$ cat src/rtl/msp430_trace_term_monitor.sv
// Per-core trace consumer: R3 shadow, PUTC/EXIT marker decode, character FIFO,
// retired-instruction counter, idle timeout and the all-cores done reduction.
module msp430_trace_term_monitor #(
  parameter int              DATA_W         = 16,
  parameter int              PC_W           = 16,
  parameter int              INSN_W         = 16,
  parameter logic [INSN_W-1:0] EXIT_INSN    = 16'h4303,
  parameter logic [INSN_W-1:0] PUTC_INSN    = 16'h4313,
  parameter int              FIFO_DEPTH     = 8,
  parameter int              TIMEOUT_CYCLES = 100000,
  parameter int              TERM_CROSS_NUM = 8
) (
  input  logic                      clk,
  input  logic                      rst_n,
  input  logic                      trace_valid,
  input  logic [PC_W-1:0]           trace_pc,
  input  logic [INSN_W-1:0]         trace_insn,
  input  logic                      trace_wben,
  input  logic [3:0]                trace_wbreg,
  input  logic [DATA_W-1:0]         trace_wbdata,
  input  logic [TERM_CROSS_NUM-1:0] termination_all_i,
  output logic                      termination_o,
  output logic [DATA_W-1:0]         exit_code_o,
  output logic                      char_valid_o,
  output logic [7:0]                char_data_o,
  input  logic                      char_ready_i,
  output logic                      overflow_o,
  output logic [31:0]               insn_count_o,
  output logic                      timeout_o,
  output logic                      all_done_o
);

  localparam int AW = (FIFO_DEPTH > 1) ? $clog2(FIFO_DEPTH) : 1;
  localparam int CW = AW + 1;
  localparam logic [CW-1:0] DEPTH_C = CW'(FIFO_DEPTH);
  localparam logic [31:0]   TO_LIM  = 32'(TIMEOUT_CYCLES);

  logic [DATA_W-1:0] r3_shadow;
  logic [7:0]        mem [FIFO_DEPTH];
  logic [AW-1:0]     wr_ptr, rd_ptr;
  logic [CW-1:0]     count;
  logic [31:0]       idle_cnt;

  logic is_exit, push_req, pop, push, drop, fifo_full;

  // The PC is carried by the trace but no marker depends on it.
  logic unused_pc;
  assign unused_pc = ^trace_pc;

  assign is_exit   = trace_valid && (trace_insn == EXIT_INSN) && !termination_o;
  assign push_req  = trace_valid && (trace_insn == PUTC_INSN) && !termination_o;
  assign fifo_full = (count == DEPTH_C);

  // Character port handshake: a character transfers on every rising edge where
  // char_valid_o and char_ready_i are both high; char_data_o is stable while
  // char_valid_o is high and not yet accepted.
  assign char_valid_o = (count != '0);
  assign char_data_o  = mem[rd_ptr];
  assign pop          = char_valid_o && char_ready_i;
  // A pop in the same cycle frees the slot, so a full FIFO still takes the push.
  assign push         = push_req && (!fifo_full || pop);
  assign drop         = push_req && fifo_full && !pop;

  always_ff @(posedge clk or negedge rst_n) begin
    if (!rst_n) begin
      r3_shadow     <= '0;
      termination_o <= 1'b0;
      exit_code_o   <= '0;
    end else begin
      if (trace_valid && trace_wben && (trace_wbreg == 4'd3))
        r3_shadow <= trace_wbdata;
      // Markers see the shadow value from before this cycle's write-back.
      if (is_exit) begin
        termination_o <= 1'b1;
        exit_code_o   <= r3_shadow;
      end
    end
  end

  always_ff @(posedge clk or negedge rst_n) begin
    if (!rst_n) begin
      wr_ptr     <= '0;
      rd_ptr     <= '0;
      count      <= '0;
      overflow_o <= 1'b0;
      for (int i = 0; i < FIFO_DEPTH; i++) mem[i] <= '0;
    end else begin
      if (push) begin
        mem[wr_ptr] <= r3_shadow[7:0];
        wr_ptr      <= wr_ptr + AW'(1);
      end
      if (pop) rd_ptr <= rd_ptr + AW'(1);
      if (push && !pop)      count <= count + CW'(1);
      else if (pop && !push) count <= count - CW'(1);
      if (drop) overflow_o <= 1'b1;
    end
  end

  always_ff @(posedge clk or negedge rst_n) begin
    if (!rst_n) begin
      insn_count_o <= '0;
    end else if (trace_valid && !termination_o && (insn_count_o != 32'hFFFF_FFFF)) begin
      insn_count_o <= insn_count_o + 32'd1;
    end
  end

  // Idle counter saturates at the limit; a zero limit keeps it and the flag at 0.
  always_ff @(posedge clk or negedge rst_n) begin
    if (!rst_n) begin
      idle_cnt  <= '0;
      timeout_o <= 1'b0;
    end else if (TO_LIM != 32'd0) begin
      if (trace_valid)             idle_cnt <= '0;
      else if (idle_cnt != TO_LIM) idle_cnt <= idle_cnt + 32'd1;
      if ((idle_cnt == TO_LIM) && !termination_o) timeout_o <= 1'b1;
    end
  end

  always_ff @(posedge clk or negedge rst_n) begin
    if (!rst_n) all_done_o <= 1'b0;
    else        all_done_o <= &termination_all_i;
  end

endmodule

$ cat config.mk
export PLATFORM = sky130hd
export DESIGN_NAME = msp430_trace_term_monitor
export DESIGN_NICKNAME = d
export VERILOG_FILES = /design/src/rtl/msp430_trace_term_monitor.sv
export SDC_FILE = /design/constraint.sdc
export NUM_CORES = 1
export LEC_CHECK = 0
export CORE_MARGIN = 10
export CORE_UTILIZATION = 45
export CTS_CLUSTER_DIAMETER = 30
export DETAILED_ROUTE_END_ITERATION = 8
export DONT_BUFFER_PORTS = 1
export GPL_ROUTABILITY_DRIVEN = 1
export PLACE_DENSITY = 0.67
export SLEW_MARGIN = 20
export SYNTH_ARGS = -nofsm -noshare
export SYNTH_HDL_FRONTEND = slang
export SYNTH_SLANG_ARGS = --single-unit
$ cat constraint.sdc
create_clock -name clk -period 2.6 [get_ports clk]
set_input_delay 0.65 -clock clk [delete_from_list [all_inputs] [get_ports clk]]
set_output_delay 0.65 -clock clk [all_outputs]
set_load 0.01 [all_outputs]
==> impl_results.md, run 1 <==
- Status: finished with violations
- Violated checks: negative hold slack
- FMAX: between 300 and 400 MHz
- CP endpoint kind: output pin
- Gr usage total: between 10% and 20%
- Max-cap violations: 0
- Final #Nets: 721
- Synth Warn #: 0
- Vias in the first global route: roughly 5300
- Placer Congestion: slightly above 0.8
- Global-route wire length before repair: just under 30000 um
- Final global-route overflow total: 0
- Post-synth top area share: a little over half
- P_leak: ~4.2 nW
- Critical Path Fanout Max: 9
- CP Data Required Time: 1950 ps
- Register bit count reported by yosys: approximately 170
- Die ar.: approximately 24000 um2
- Vias: 5070
- Clk_lat worst skew: 420 ps
- Final hold slack: -70.36 ps
- Post-place setup slack: -120.3 ps
- Clock Skew: around 7 ps
- Worst Path Class, Setup: register to output pin
- Initial Util: a little under half
- DRT iter0 DRCs: about 230
- Async SR Flop Fraction: 100.0%
- Fin worst setup slack: ~64 ps
- Cell taking the most area after synthesis: dfrtp_1
- DR pass1 iterations: 4
- Worst reg2reg endpoint: count[3]
- WL final: approximately 18000 um
- Max stage delay on crit path: 520 ps
- Pwr/cell area: 693.8 nW/um2
- Post-CTS setup-driven buffer insertion count: 0
- Syn Area/Cell: between 10 and 15 um2
- Busiest grt layer: met2
- Syn_nets: between 700 and 800
- Drt wl/cell: 20.06 um
- Syn Inst Count: approximately 630
- Clock sinks: about 170
- DIE WIDTH: around 150 um
- Final setup viols: 0
- TNS Setup: 0 ps
- CTS tree: built
- Total I/O pin count: around 130
- Initial antenna violation count: 4
- RSZ-0062 raised after global routing: false
- Worst Path Arrival: 1890 ps
- Rows: 48
- Min Tclk post-route: around 2500 ps
- Met1 GRT Util: between 10% and 20%
- H-tree depth: 4
- HPWL after detailed placement: 12310 um
- Fin. max-slew vios: 0
- Leading register cell type out of synthesis: dfrtp_1
- Share of cells above drive strength 1: 29.39%
- CTS Buffer Depth: 2
- Total power: 6.364 mW
- Clk pin slew, worst setup/hold paths: 70 ps
- R2r worst-path depth: 12
- CTS Buf Count: 17
- Slew margin rel.: 53.48%
- Flop2flop setup slack: 180 ps
- Final Hold Viols: 170
- Die span in y: around 150 um
- Critical-path top delay cell: mux4_2
- Met2 usage: 23.92%
- Residual DRC: 0
- M3 GR Usage: 6.778%
- Worst Tran Pin Value: 692.1 ps
- Root Buffer: clkbuf_16
- Worst R2R Start: termination_o
- Startpoint types: register
- Unique cell type count in the Yosys netlist: 41
- Detail Route Antenna Nets: 0
- Synth area leaders: dfrtp_1 (54%), mux2_2 (15%), mux4_2 (4.5%), xnor2_1 (3.9%), xor2_1 (3.5%)
- IO Port Bufs: 0
- Crit-path cells: buf_12 -> mux4_2 -> mux2_2
- EDFF count, synth: 0
- Max rail drop VDD: 0.7774 mV
- Largest net degree at the start of global routing: around 180
- Worst min path class: input port to asynchronous set/reset pin
- Area delta synth->final: 13.48%
- Crit share post-route: 97.53%
- Register area share after synthesis: between 50% and 60%
- Core area: 17480 um2
- Via/cell ratio: about 5.7
- Synth Cell Area: ~8100 um2
[sequential cells by signal, indices dropped and copies added (netlist names), 3 cells and up]
name,cells
idle_cnt,32
mem,64
r3_shadow,16
insn_count_o,32
exit_code_o,16
wr_ptr,3
rd_ptr,3
count,4
[power breakdown]
part / leakage [nW] / internal, mW / switching [mW]
clock: 0.307 / 1.65 / 1.06
combinational: 1.54 / 0.382 / 0.273
sequential: 2.39 / 2.82 / 0.179
[timing repair]
action                                 4_1_cts  5_1_grt
endpoints found under the hold margin      174      174
setup endpoints to repair                    0        3
resized for setup                            0        1
[synth_stat cells (all sizes together), types with 6 or more instances]
cell type / count
and3: 21
and4: 6
buf: 16
clkbuf: 12
dfrtp: 174
ha: 8
mux2: 107
mux4: 16
nand2: 20
nand3: 38
nand4: 33
nor2: 46
nor3: 9
nor4: 9
nor4b: 7
xnor2: 36
xor2: 32
[routing by layer]
layer,wire length (um),part of all wire [%],up-vias
met4,182,1.0,4
met5,27,0.15,-
met1,7500,42,2613
met2,8577,48,124
met3,1508,8.5,21
li1,-,-,2308
[stage by stage]
step,cell area (um2),hold slack [ps],utilization [%],instances
after floorplan,8089,354.4,-,627
after global placement,8511,368.8,48.70,852
after detailed placement,8511,370.1,48.70,852
after CTS,9141,-83.26,52.31,884
after global routing,9170,-94.09,52.47,886
final,9173,-70.36,52.48,887
[critical path: cells and delay by family (launching register included)]
family,cells,cell delay [ps]
muxes,2,860
DFF,1,420
buffers and inverters,1,170
[layout make-up]
class,instances,area (um2)
antenna,2,5.005
clock buffer,20,446.7
clock inverter,12,183.9
fill,1483,8304
inverter,5,18.77
multi-input combinational,420,3608
sequential,174,4355
tap,225,281.5
timing repair buffer,29,272.8
[cells in the final DEF (no fill, tap or decap), drive strengths merged]
cell,count
mux2i,1
o21ai,1
nand3b,3
xor2,32
nand3,38
nand4,33
diode,2
xnor2,36
and4,6
clkinvlp,1
a2bb2oi,1
a21o,2
mux4,16
nor4,9
clkbuf,21
mux2,107
or3b,1
and2,5
nand2,20
inv,8
o21bai,1
ha,8
nor4bb,4
clkinv,4
nand2b,4
and3,21
buf,28
or4,1
nor4b,7
nand4b,2
bufinv,4
a21oi,4
fa,1
nor2,46
dfrtp,174
nor3,9
nor2b,1
[cell families after synthesis]
group                      synth area share, %
buffers and inverters                    1.625
muxes                                    19.49
adders and majority gates                1.486
AOI/OAI and AO/OA                       0.6965
and+or+nand+nor                          15.46
xor gates and xnor gates                 7.368
DFF                                      53.87
[worst max-delay path by stage]
stage / to / slack [ps] / start / depth (start not counted)
after floorplan: count[3] / 30 / trace_valid / 13
after global placement: count[3] / -100 / trace_insn[2] / 12
after detailed placement: count[3] / -120 / trace_insn[2] / 12
after CTS: char_data_o[6] / 20 / rd_ptr[0] / 3
after global routing: count[3] / 7 / termination_o / 12
final: char_data_o[6] / 60 / rd_ptr[0] / 3
Power figures use the tool's default switching activity.
==> run 2: changes to the inputs <==
--- a/config.mk
+++ b/config.mk
@@ -11,6 +11,7 @@
 export DETAILED_ROUTE_END_ITERATION = 8
 export DONT_BUFFER_PORTS = 1
 export GPL_ROUTABILITY_DRIVEN = 1
+export GPL_TIMING_DRIVEN = 0
 export PLACE_DENSITY = 0.67
 export SLEW_MARGIN = 20
 export SYNTH_ARGS = -nofsm -noshare
==> impl_results.md, run 2 (same netlist as run 1, synthesis figures left out) <==
- Die ar.: between 20000 and 25000 um2
- Vias in the first global route: about 5400
- Core Util, Final: 52.84%
- Final hold slack: -73.23 ps
- Total I/O pin count: between 100 and 150
- Final setup viols: 2
- Violated checks: negative hold slack, negative setup slack
- Worst Path Class, Setup: register to output pin
- Worst Path Arrival: slightly below 2000 ps
- P_leak: around 4.2 nW
- DRT iter0 DRCs: 280
- Clk pin slew, worst setup/hold paths: around 70 ps
- Status: finished with violations
- Die span in y: between 150 and 200 um
- CP Data Required Time: around 2000 ps
- Residual DRC: 0
- Largest net degree at the start of global routing: 175
- Seq pwr share: a little under half
- Placed cells: around 850
- Critical Path Fanout Max: 4
- Placer Congestion: around 0.86
- Gr usage total: about 15%
- DR pass1 iterations: 4
- WL final: 18280 um
- Sw frac: 25.61%
- Most frequent cells in the layout: dfrtp_1 (172), mux2_2 (99), nor2_1 (46), nand3_1 (37), xnor2_1 (36)
- Startpoint types: register
- Detail Route Antenna Nets: 0
- Max-cap violations: 0
- Core area: about 17000 um2
- HPWL after detailed placement: ~13000 um
- Initial antenna violation count: 4
- CTS Buffer Depth: 2
- Max stage delay on crit path: 520 ps
- Crit-path cells: clkbuf_16 -> buf_12 -> mux4_2 -> mux2_4
- CTS tree: built
- Internal: 4.730 mW
- Final std cells w/o fill: approximately 900
- Total power: approximately 6.4 mW
- Worst Tran Pin Value: ~900 ps
- Final #Nets: between 700 and 800
- Top Registers: mem x64, idle_cnt x32, insn_count_o x32
- Fin. max-slew vios: 0
- Commonest non-fill, non-tap cell in the layout: dfrtp_1
- IO Port Bufs: 0
- Post-DP Area: about 8400 um2
- Slew margin rel.: about two fifths
- Layout filler cell count: roughly 1400
- Final Hold Viols: roughly 170
- DIE WIDTH: roughly 150 um
- FMAX: 383.3 MHz
- Initial Util: a little under half
- CTS Buf Count: 17
- Min Tclk post-route: between 2000 and 3000 ps
- Max rail drop VDD: about 0.58 mV
- Rows: 48
- Via/cell ratio: between 5 and 6
- Clk_lat worst skew: between 400 and 500 ps
- Share of cells above drive strength 1: between 20% and 30%
- Critical-path top delay cell: mux4_2
- Finished layout cell area: 9234 um2
- Clock sinks: roughly 170
- Root Buffer: clkbuf_16
- Final global-route overflow total: 0
- Fin worst setup slack: -9.023 ps
- Area delta synth->final: 14.24%
- Max reg flops: 64
- Crit share post-route: 100.3%
- Clock Skew: between 10 and 15 ps
- Top reg by flops: mem
- Clock power frac: approximately 40%
- Drt wl/cell: 20.29 um
- Vias: 5136
- RSZ-0062 raised after global routing: true
- H-tree depth: 4
- CP endpoint kind: output pin
- Gate power share: 14.4%
- Pwr/cell area: 688.5 nW/um2
- Global-route wire length before repair: between 20000 and 30000 um
- Worst min path class: input port to asynchronous set/reset pin
- Psw: about 1.6 mW
==> run 2: cell types whose count changed in the layout (fill, tap and decap cells not counted), sizes merged <==
| cell | change |
|---|---|
| buf | +5 |
| bufinv | -2 |
| clkbuf | +7 |
| clkinv | +3 |
| diode | -1 |
| inv | +2 |
==> run 2: worst paths after layout <==
path                                      startpoint              to  slack, ps  cells past startpoint
worst min-delay path                           rst_n        count[3]        -70                      0
worst min register to register              count[3]        count[3]        500                      1
max in group asynchronous                      rst_n   termination_o       2330                      0
min in group clk                termination_all_i[1]      all_done_o        340                      2
worst max register to register         termination_o        count[3]         70                     12
worst max-delay path                       rd_ptr[0]  char_data_o[3]         -9                      4
==> run 2: cell type report <==
cell class | instances | area [um2] | share of cell area, %
Sequential cell | 174 | 4357 | 47.18
Multi-Input combinational cell | 420 | 3664 | 39.67
Clock buffer | 17 | 425.4 | 4.607
Tap cell | 225 | 281.5 | 3.049
Timing Repair Buffer | 17 | 176.4 | 1.911
Clock inverter | 15 | 160.2 | 1.734
Buffer | 27 | 148.9 | 1.612
Inverter | 5 | 18.77 | 0.2033
Antenna cell | 1 | 2.502 | 0.02710
==> run 2: power by group through the flow <==
stage          Clock (mW)  Combinational [mW]  Sequential, mW
2_1_floorplan           0               0.530            2.92
3_3_place_gp            0               0.668            2.93
3_5_place_dp            0               0.695            2.94
4_1_cts              2.59               0.856            2.92
5_1_grt              2.72               0.994            2.92
6_report             2.54               0.918            2.90
==> run 2: what timing repair did <==
action | CTS | global route
buffers inserted | 9 | 7
endpoints found under the hold margin | 174 | 174
endpoints found under the setup margin | 39 | 41
gates resized for setup | 20 | 8
pin swaps | 3 | 6
gates cloned | 1 | 0
==> run 2: critical path, delay by kind of cell (launching register included) <==
kind | cells | cell delay, ps
DFF | 1 | 390
muxes | 2 | 840
buffers and inverters | 2 | 300
==> run 2: per-layer routing <==
layer / GRT usage (%) / vias to the layer above / share of wire [%]
met1: 17.59 / 2614 / 39
li1: - / 2342 / -
met3: 7.448 / 24 / 9.4
met2: 24.92 / 150 / 50
met5: 0 / - / 0.22
met4: 4.543 / 6 / 1.2
==> run 2: metrics by stage <==
step / setup slack [ps] / setup TNS [ps]
floorplan: 30.63 / 0
global placement: -355.2 / -21460
detailed placement: -370.6 / -19150
CTS: -23.63 / -59.46
global route: -60.19 / -360.5
finish: -9.023 / -12.16
==> run 3: changes to the inputs <==
--- a/config.mk
+++ b/config.mk
@@ -5,7 +5,6 @@
 export SDC_FILE = /design/constraint.sdc
 export NUM_CORES = 1
 export LEC_CHECK = 0
-export CORE_MARGIN = 10
 export CORE_UTILIZATION = 45
 export CTS_CLUSTER_DIAMETER = 30
 export DETAILED_ROUTE_END_ITERATION = 8
==> constraint.sdc (replaced) <==
create_clock -name clk -period 2.4 [get_ports clk]
set_input_delay 0.6 -clock clk [delete_from_list [all_inputs] [get_ports clk]]
set_output_delay 0.6 -clock clk [all_outputs]
set_load 0.01 [all_outputs]
==> impl_results.md, run 3 (same netlist as run 1, synthesis figures left out) <==
- Status: finished with violations
- Violated checks: negative hold slack, negative setup slack
- CP Data Required Time: approximately 1800 ps
- Finished layout cell area: between 9000 and 10000 um2
- Worst Tran Pin Value: between 800 and 900 ps
- Post-place setup slack: -512.8 ps
- Post-DP Area: 8383 um2
- Global-route wire length before repair: 28720 um
- Total power: between 6 and 7 mW
- Clock sinks: about 170
- Residual DRC: 0
- Vias in the first global route: between 5000 and 6000
- Worst Path Arrival: 1920 ps
- Drt wl/cell: slightly below 20 um
- Largest net degree at the start of global routing: around 180
- Clk_lat worst skew: around 420 ps
- P_leak: ~4.3 nW
- Final setup viols: 8
- Total I/O pin count: 126
- Share of cells above drive strength 1: 30.25%
- CTS Buf Count: 17
- Startpoint types: register
- Commonest non-fill, non-tap cell in the layout: dfrtp_1
- Pwr/cell area: around 750 nW/um2
- Critical Path Fanout Max: 5
- Busiest grt layer: met2
- Max-cap violations: 0
- CTS Buffer Depth: 2
- Final global-route overflow total: 0
- Critical path origin: rd_ptr[0]
- Slew margin rel.: around two fifths
- Gr usage total: about a fifth
- Clock Skew: between 7 and 8 ps
- DIE WIDTH: roughly 140 um
- Min Tclk post-route: 2517 ps
- Clk pin slew, worst setup/hold paths: roughly 70 ps
- H-tree depth: 4
- Worst R2R Start: termination_o
- Fin. max-slew vios: 0
- Final #Nets: between 700 and 800
- Top Registers: mem x64, idle_cnt x32, insn_count_o x32
- Met2 usage: a little over a third
- Final Hold Viols: between 150 and 200
- Core area: between 15000 and 20000 um2
- HPWL after detailed placement: 11810 um
- FMAX: just under 400 MHz
- Die span in y: 136.0 um
- IO Port Bufs: 0
- Rows: 48
- Final hold slack: -132.0 ps
- Max reg flops: 64
- CP endpoint kind: output pin
- Die ar.: 18500 um2
- RSZ-0062 raised after global routing: true
- TNS Setup: -808.1 ps
- M3 GR Usage: just under 6%
- Root Buffer: clkbuf_16
- Initial antenna violation count: 2
- Most frequent cells in the layout: dfrtp_1 (172), mux2_2 (99), nor2_1 (45), nand3_1 (37), xnor2_1 (36)
- Layout filler cell count: around 1400
- Worst min path class: input port to asynchronous set/reset pin
- Placer Congestion: approximately 0.83
- Detail Route Antenna Nets: 0
- DR pass1 iterations: 4
- CTS tree: built
- Vias: just over 5000
- Met1 GRT Util: between 20% and 30%
- Area delta synth->final: 15.12%
- Initial Util: 46.41%
- WL final: 17740 um
- DRT iter0 DRCs: approximately 220
- Worst Path Class, Setup: register to output pin
- Crit share post-route: 104.9%
- Fin worst setup slack: -117.4 ps
- Max rail drop VDD: around 0.59 mV
- Via/cell ratio: 5.684
- Top reg by flops: mem
==> run 3: cell types whose count changed in the layout (fill, tap and decap cells not counted), moves of 2 or more <==
cell	change
clkinvlp_4	+4
buf_4	+7
buf_12	-2
clkbuf_8	+2
inv_6	-3
clkinv_2	-2
==> run 3: area by class of cell <==
class                           count  area, um2  share of cell area (%)
Buffer                             27      138.9                   1.493
Clock inverter                     13      163.9                   1.761
Sequential cell                   174       4357                   46.82
Antenna cell                        1      2.502                 0.02689
Clock buffer                       19      452.9                   4.868
Multi-Input combinational cell    420       3690                   39.65
Tap cell                          225      281.5                   3.025
Timing Repair Buffer               23      200.2                   2.151
Inverter                            5      18.77                  0.2017
==> run 3: path summary, 6_finish.rpt <==
path / to / slack [ps] / cells after the start
setup / recovery: char_data_o[1] / -120 / 4
hold / removal: count[1] / -130 / 0
setup reg to reg: count[3] / 10 / 12
hold reg to reg: count[3] / 480 / 1
max in group asynchronous: exit_code_o[1] / 2280 / 0
min in group clk: all_done_o / 300 / 2
==> run 3: what timing repair did <==
action	in CTS	in global routing
endpoints found under the hold margin	174	174
setup endpoints to repair	83	25
cloned	1	0
pin swaps	12	4
setup buffers	17	5
resized for setup	26	4
==> run 3: metrics by stage <==
step | util (%) | instances | hold slack, ps
6_report | 53.43 | 907 | -132.0
5_1_grt | 53.41 | 906 | -157.1
4_1_cts | 53.07 | 901 | -146.1
3_5_place_dp | 48.13 | 852 | 315.0
3_3_place_gp | 48.10 | 852 | 314.3
2_1_floorplan | - | 627 | 304.4
==> run 3: power breakdown <==
part | total (mW) | switching [mW] | internal [mW]
clock | 2.86 | 1.17 | 1.70
combinational | 0.940 | 0.444 | 0.496
sequential | 3.17 | 0.121 | 3.05
==> run 3: critical path, stage by stage (launching register included) <==
cell and delay (ps):
dfrtp_1 390, buf_8 150, buf_12 130, mux4_2 510, mux2_4 310
==> run 3: metal layers <==
metal	vias up	part of all wire (%)
met5	-	0.073
met4	2	1.1
met3	17	5.2
met2	111	53
met1	2680	41
li1	2345	-
